[config.mk]
export PLATFORM = sky130hd
export DESIGN_NAME = axi_adcfifo_capture_seq_flat
export DESIGN_NICKNAME = d
export VERILOG_FILES = /design/src/rtl/axi_adcfifo_capture_seq_if.sv /design/src/rtl/axi_adcfifo_capture_seq.sv /design/src/flat_wrapper.sv
export SDC_FILE = /design/constraint.sdc
export NUM_CORES = 1
export LEC_CHECK = 0
export CAP_MARGIN = 20
export CORE_MARGIN = 2
export CORE_UTILIZATION = 35
export CTS_BUF_LIST = sky130_fd_sc_hd__clkbuf_2 sky130_fd_sc_hd__clkbuf_4 sky130_fd_sc_hd__clkbuf_8
export DETAILED_ROUTE_END_ITERATION = 8
export SYNTH_ARGS = -nofsm -noshare
export SYNTH_HDL_FRONTEND = slang
export SYNTH_SLANG_ARGS = --single-unit
[constraint.sdc]
create_clock -name adc_clk -period 7.4 [get_ports adc_clk]
set_clock_uncertainty 0.15 [all_clocks]
set_input_delay 1.48 -clock adc_clk [delete_from_list [all_inputs] [get_ports adc_clk]]
set_output_delay 1.48 -clock adc_clk [all_outputs]
set_load 0.02 [all_outputs]
[src/rtl/axi_adcfifo_capture_seq_if.sv]
// Bus bundle between the capture sequencer and its control/data-path peers.
// The sequencer takes the slave modport; the block driving requests,
// triggers and beat strobes takes the master modport.
interface axi_adcfifo_capture_seq_if #(
    parameter int CNT_W  = 20,
    parameter int TIMO_W = 24
);
    logic              xfer_req;
    logic              dac_txed;
    logic              meas_noise;
    logic              abort;
    logic [CNT_W-1:0]  cfg_num_beats;
    logic [TIMO_W-1:0] cfg_timo;
    logic              adc_dwr;
    logic              adc_en;
    logic              fifo_wr;
    logic              fifo_init;
    logic              busy;
    logic [1:0]        state_o;
    logic [CNT_W-1:0]  beat_cnt;
    logic [3:0]        trig_cnt;
    logic              timo_flag;

    modport master (
        output xfer_req, dac_txed, meas_noise, abort, cfg_num_beats, cfg_timo, adc_dwr,
        input  adc_en, fifo_wr, fifo_init, busy, state_o, beat_cnt, trig_cnt, timo_flag
    );

    modport slave (
        input  xfer_req, dac_txed, meas_noise, abort, cfg_num_beats, cfg_timo, adc_dwr,
        output adc_en, fifo_wr, fifo_init, busy, state_o, beat_cnt, trig_cnt, timo_flag
    );
endinterface

[src/rtl/axi_adcfifo_capture_seq.sv]
// ADC capture sequencer (adc_clk domain): arms on a DMA request edge, waits
// for a DAC-transmit edge (or noise-mode level), opens the capture window for
// a programmed number of wide beats, and reports status for register readback.
module axi_adcfifo_capture_seq #(
    parameter int CNT_W  = 20,
    parameter int TIMO_W = 24
) (
    input logic                      adc_clk,
    input logic                      adc_rst,
    axi_adcfifo_capture_seq_if.slave bus
);

    typedef enum logic [1:0] {
        S_IDLE    = 2'd0,
        S_ARMED   = 2'd1,
        S_CAPTURE = 2'd2,
        S_DONE    = 2'd3
    } state_e;

    state_e            state_q, state_d;
    logic              xfer_req_dly_q, dac_txed_dly_q;
    logic              adc_en_q, fifo_init_q, busy_q, timo_flag_q;
    logic [CNT_W-1:0]  beat_cnt_q, beats_sh_q;
    logic [TIMO_W-1:0] timo_cnt_q, timo_sh_q;
    logic [3:0]        trig_cnt_q;

    logic req_edge, trig, timeout_hit, last_beat;
    logic arm, start, timo_set;

    // State register
    always_ff @(posedge adc_clk) begin
        if (adc_rst) begin
            state_q <= S_IDLE;
        end else begin
            state_q <= state_d;
        end
    end

    // Next-state logic; abort overrides every other transition
    always_comb begin
        req_edge    = bus.xfer_req & ~xfer_req_dly_q;
        trig        = (bus.dac_txed & ~dac_txed_dly_q) | bus.meas_noise;
        timeout_hit = (timo_sh_q != '0) && (timo_cnt_q == timo_sh_q);
        last_beat   = bus.adc_dwr && (beats_sh_q != '0) &&
                      (beat_cnt_q == beats_sh_q - CNT_W'(1));
        state_d     = state_q;
        arm         = 1'b0;
        start       = 1'b0;
        timo_set    = 1'b0;
        case (state_q)
            S_IDLE: begin
                if (req_edge) begin
                    state_d = S_ARMED;
                    arm     = 1'b1;
                end
            end
            S_ARMED: begin
                if (trig) begin
                    state_d = S_CAPTURE;
                    start   = 1'b1;
                end else if (timeout_hit) begin
                    state_d  = S_IDLE;
                    timo_set = 1'b1;
                end else if (!bus.xfer_req) begin
                    state_d = S_IDLE;
                end
            end
            S_CAPTURE: begin
                if (beats_sh_q != '0) begin
                    if (last_beat) state_d = S_DONE;
                end else if (!bus.xfer_req) begin
                    state_d = S_DONE;
                end
            end
            S_DONE: begin
                if (!bus.xfer_req) state_d = S_IDLE;
            end
            default: state_d = S_IDLE;
        endcase
        if (bus.abort) begin
            state_d  = S_IDLE;
            arm      = 1'b0;
            start    = 1'b0;
            timo_set = 1'b0;
        end
    end

    // Edge history, capture window, shadow config, counters and sticky flag
    always_ff @(posedge adc_clk) begin
        if (adc_rst) begin
            xfer_req_dly_q <= 1'b0;
            dac_txed_dly_q <= 1'b0;
            adc_en_q       <= 1'b0;
            fifo_init_q    <= 1'b0;
            busy_q         <= 1'b0;
            timo_flag_q    <= 1'b0;
            beat_cnt_q     <= '0;
            beats_sh_q     <= '0;
            timo_cnt_q     <= '0;
            timo_sh_q      <= '0;
            trig_cnt_q     <= '0;
        end else begin
            xfer_req_dly_q <= bus.xfer_req;
            dac_txed_dly_q <= bus.dac_txed;
            adc_en_q       <= (state_d == S_CAPTURE);
            fifo_init_q    <= start;
            busy_q         <= (state_d != S_IDLE);
            if (arm) begin
                beats_sh_q  <= bus.cfg_num_beats;
                timo_sh_q   <= bus.cfg_timo;
                beat_cnt_q  <= '0;
                timo_cnt_q  <= '0;
                timo_flag_q <= 1'b0;
            end else begin
                if (state_q == S_ARMED) begin
                    timo_cnt_q <= timo_cnt_q + TIMO_W'(1);
                end
                // A beat coincident with abort is still written, so it is counted too
                if ((state_q == S_CAPTURE) && bus.adc_dwr && (beat_cnt_q != '1)) begin
                    beat_cnt_q <= beat_cnt_q + CNT_W'(1);
                end
                if (timo_set) begin
                    timo_flag_q <= 1'b1;
                end
            end
            if (start) begin
                trig_cnt_q <= trig_cnt_q + 4'd1;
            end
        end
    end

    // Output drive
    always_comb begin
        bus.adc_en    = adc_en_q;
        bus.fifo_wr   = bus.adc_dwr & adc_en_q;
        bus.fifo_init = fifo_init_q;
        bus.busy      = busy_q;
        bus.state_o   = state_q;
        bus.beat_cnt  = beat_cnt_q;
        bus.trig_cnt  = trig_cnt_q;
        bus.timo_flag = timo_flag_q;
    end

endmodule

[src/flat_wrapper.sv]
// flat-port wrapper written by rule: the top's interface ports become plain ports
module axi_adcfifo_capture_seq_flat 
#(
    parameter int CNT_W  = 20,
    parameter int TIMO_W = 24
)
  (adc_clk, adc_rst, bus_xfer_req, bus_dac_txed, bus_meas_noise, bus_abort, bus_cfg_num_beats, bus_cfg_timo, bus_adc_dwr, bus_adc_en, bus_fifo_wr, bus_fifo_init, bus_busy, bus_state_o, bus_beat_cnt, bus_trig_cnt, bus_timo_flag);
  axi_adcfifo_capture_seq_if #(.CNT_W(CNT_W), .TIMO_W(TIMO_W)) bus_i ();
  input logic adc_clk;
  input logic adc_rst;
  input wire logic [$bits(bus_i.xfer_req)-1:0] bus_xfer_req;
  input wire logic [$bits(bus_i.dac_txed)-1:0] bus_dac_txed;
  input wire logic [$bits(bus_i.meas_noise)-1:0] bus_meas_noise;
  input wire logic [$bits(bus_i.abort)-1:0] bus_abort;
  input wire logic [$bits(bus_i.cfg_num_beats)-1:0] bus_cfg_num_beats;
  input wire logic [$bits(bus_i.cfg_timo)-1:0] bus_cfg_timo;
  input wire logic [$bits(bus_i.adc_dwr)-1:0] bus_adc_dwr;
  output wire logic [$bits(bus_i.adc_en)-1:0] bus_adc_en;
  output wire logic [$bits(bus_i.fifo_wr)-1:0] bus_fifo_wr;
  output wire logic [$bits(bus_i.fifo_init)-1:0] bus_fifo_init;
  output wire logic [$bits(bus_i.busy)-1:0] bus_busy;
  output wire logic [$bits(bus_i.state_o)-1:0] bus_state_o;
  output wire logic [$bits(bus_i.beat_cnt)-1:0] bus_beat_cnt;
  output wire logic [$bits(bus_i.trig_cnt)-1:0] bus_trig_cnt;
  output wire logic [$bits(bus_i.timo_flag)-1:0] bus_timo_flag;
  assign bus_i.xfer_req = bus_xfer_req;
  assign bus_i.dac_txed = bus_dac_txed;
  assign bus_i.meas_noise = bus_meas_noise;
  assign bus_i.abort = bus_abort;
  assign bus_i.cfg_num_beats = bus_cfg_num_beats;
  assign bus_i.cfg_timo = bus_cfg_timo;
  assign bus_i.adc_dwr = bus_adc_dwr;
  assign bus_adc_en = bus_i.adc_en;
  assign bus_fifo_wr = bus_i.fifo_wr;
  assign bus_fifo_init = bus_i.fifo_init;
  assign bus_busy = bus_i.busy;
  assign bus_state_o = bus_i.state_o;
  assign bus_beat_cnt = bus_i.beat_cnt;
  assign bus_trig_cnt = bus_i.trig_cnt;
  assign bus_timo_flag = bus_i.timo_flag;
  axi_adcfifo_capture_seq #(.CNT_W(CNT_W), .TIMO_W(TIMO_W)) u_core (.adc_clk(adc_clk), .adc_rst(adc_rst), .bus(bus_i));
endmodule
==> impl_metrics.csv <==
group,metric,value,unit
clock_tree,clock_sinks,100,
die,core_area,13800,um^2
setup_path,arrival_time_of_the_worst_setup_path,2.68,ns
pwr,clock_power_share,35.5,%
final_layout,post-route-cell-area,6070,um^2
grt,antenna_found_initial,0,
final_layout,num_antenna_cells,0,
final_layout,most-common-layout-cells,"nand2_1 (118), dfxtp_1 (100), clkdlybuf4s50_1 (80), nor2_1 (64), xor2_1 (63)",
clock_tree,cts.htree.levels,3,
pwr,p_sw,0.279,mW
final_layout,ratio_of_cells_with_drive_above_1_in_the_final_layout,5.77,%
route,drtIter0Drc,202,
sta,fin_setup_tns,0,ns
sta,setup_viol,0,
grt,grt_start_max_net_pins,55,
die,io_pins,82,
final_layout,mostFrequentLayoutCell,"nand2_1",
setup_path,cpPeakStageDelay,0.60,ns
clock_tree,clkTransAtPathRegs,0.09,ns
synth,synth_enable_flop_cells,0,
synth,yosysTopAreaCell,"dfxtp_1",
setup_path,slowest_stage,"clkdlybuf4s50_1",
synth,postSynthAreaPerCell,8.15,um^2
synth,mappedNetlistArea,4910,um^2
pwr,power_report.internal_total,0.830,mW
sta,rsz_0062_raised_after_global_routing,"no",
setup_path,critical_path.top_delay_family,"buffers and inverters",
setup_path,worst_setup_path_start_kind,"input pin",
synth,ys_top_cells_by_area,"dfxtp_1 (41%), xor2_1 (11%), nand2_1 (9.0%), a21oi_1 (5.8%), nor2_1 (4.9%)",
grt,wire_length_of_the_first_global_routing_pass,19.8,mm
clock_tree,post-cts-setup-buffer-count,0,
sta,finalHoldViolCount,0,
clock_tree,cts_tree,"built",
placement,detailedPlacementHpwl,9.18,mm
route,drtPass1Iterations,5,
setup_path,worst_setup_path_end_kind,"primary output",
synth,yosysWarnings,0,
placement,place.gp.congestion,0.870,
synth,synth_top_area_share,40.8,%
route,routed-via-count,4262,
pwr,combinationalPowerShare,13.5,%
grt,gr-usage-all-layers,17.0,%
sta,max_freq,0.232,GHz
pwr,power.density,183,nW/um^2
route,detail_route.wirelength,12.4,mm
synth,seq_area_frac_synth,40.8,%
placement,placement.cell_area,5850,um^2
sta,worst_pin_slew,0.904,ns
final_layout,layout.nets,726,
route,remaining_number_of_nets_flagged_by_the_antenna_check_after_routing,0,
final_layout,nFillCells,1399,
route,post_drt_wl_per_cell,14.4,um
route,avgViaCountPerCell,4.98,
sta,min_period_over_period,58.3,%
clock_tree,cts_root_buf,"clkbuf_8",
synth,syn_nets,658,
pwr,power_frac_seq,51.0,%
synth,synthCells,603,
setup_path,cp_max_fo,2,
pwr,power_leakage,2.31,nW
die,floorplan.die_area,15000,um^2
worst_hold_path,timing.hold.worst.class,"reg -> reg",
die,vertical_extent_of_the_die,122,um
placement,portBuffers,81,
setup_path,cell_repeated_most_along_the_worst_path,"clkdlybuf4s50_1",
die,core_rows,43,
die,dieWidth,122,um
pwr,net_switching_fraction_of_the_power,25.2,%
synth,dominantRegCellSynth,"dfxtp_1",
clock_tree,cts-buffers-inserted,9,
synth,async_reset_ff_share,0,%
sta,timing.slew.headroom,39.7,%
clock_tree,cts_hold_buf,0,
sta,maxSlewViolCount,0,
clock_tree,number_of_gates_resized_after_cts,0,
clock_tree,skew_pair_late_insertion_delay,0.38,ns
grt,final_global_route_overflow_total,0,
setup_path,worst-path-buf-inv,2,
setup_path,crit_chain,"clkdlybuf4s50_1 > and2_1 > clkdlybuf4s50_1",
outcome,status,"complete, no violations",
die,effective_utilization_at_floorplan,35.7,%
sta,period_needed,4.31,ns
route,drt_drc_violations_left,0,
setup_path,timing.critical_path.required,5.77,ns
final_layout,area_growth_syn_to_layout,23.7,%
setup_path,crit_type,"in -> out",
synth,netlist-cell-type-count,53,
clock_tree,clk_path_buf_depth,2,
synth,synth-seq-cells,100,
pwr,vdd_drop_max,0.000122,V
run,cap_viol_max_count,0,
grt,vias_in_the_first_global_route,4118,
==> metrics by stage <==
step                      hold WS (ns)  setup slack (ns)  power (mW)  instances  util, %
final                            0.342              3.09        1.11        856     44.1
after global routing             0.368              3.02        1.16        856     44.1
after CTS                        0.341              3.07        1.12        856     44.1
after detailed placement         0.316              3.07       0.729        840     42.5
after global placement           0.307              3.10       0.727        840     42.5
after floorplan                  0.310              4.08       0.673        603        -
==> power groups by stage <==
stage / Sequential (mW) / Combinational [mW] / Clock [mW]
finish: 0.565 / 0.150 / 0.394
global route: 0.568 / 0.167 / 0.426
CTS: 0.565 / 0.152 / 0.406
detailed placement: 0.578 / 0.151 / 0
global placement: 0.577 / 0.150 / 0
floorplan: 0.574 / 0.0993 / 0
==> flip-flops by register name, indices dropped and copies added, names as in the netlist <==
register and flops:
u_core.bus.timo_flag 1, u_core.bus.busy 1, u_core.bus.state_o 2, u_core.timo_sh_q 24, u_core.beats_sh_q 20, u_core.dac_txed_dly_q 1, u_core.bus.adc_en 1, u_core.timo_cnt_q 24
u_core.bus.fifo_init 1, u_core.bus.beat_cnt 20, u_core.xfer_req_dly_q 1, u_core.bus.trig_cnt 4
==> layout make-up <==
cell class                 instances  area [um^2]  share of cell area (%)
clock buffer                      12          153                    2.51
clock inverter                     4         72.6                    1.19
inverter                           8         30.0                   0.494
multi-input combinational        467         2760                    45.4
sequential                       100         2000                    33.0
tap                              180          225                    3.71
timing repair buffer              85          836                    13.8
==> kinds of logic (layout without fill, tap and decap cells) <==
family	after synthesis	count (layout)	synth area share [%]
AND/OR/NAND/NOR	289	289	28.7
buffers and inverters	36	109	3.13
flip-flops	100	100	40.8
multiplexers	4	4	0.841
adder cells (fa/ha/maj)	4	4	1.02
AO/OA/AOI/OAI	80	80	9.55
XOR/XNOR	90	90	16.0
==> layer usage <==
metal / GRT usage (%) / routed length (um) / vias up
met1: 19.6 / 5250 / 1974
met3: 4.55 / 641 / 16
met4: 4.45 / 220 / 0
met2: 30.8 / 6240 / 100
met5: 0 / 0 / -
li1: - / - / 2172
==> worst min-delay path, stage by stage (launching register included) <==
cell and delay, ns:
dfxtp_1 0.34, nand2_1 0.06, a21oi_1 0.06
==> Yosys cell counts, drive strengths merged (2+ instances only) <==
cell type    n
nor4        15
o21ai        8
and2         6
or3          6
nand3       15
mux2i        3
and4         5
ha           4
nor3        17
nand2      118
nor2b        2
nor2        67
nand2b       2
inv          8
a211o        2
xnor2       27
dfxtp      100
a31oi        4
and3        11
xor2        63
nand4       16
clkbuf      27
a21oi       57
or4          2
==> final timing paths <==
check	from	end	slack, ns	cells past startpoint
max	bus_adc_dwr	bus_fifo_wr	3.09	3
min	u_core.timo_sh_q[20]	u_core.timo_sh_q[20]	0.34	2
max reg2reg	u_core.beats_sh_q[5]	u_core.bus.adc_en	4.77	7
min reg2reg	u_core.timo_sh_q[20]	u_core.timo_sh_q[20]	0.34	2
No activity file was read; power rests on OpenSTA's default activity.
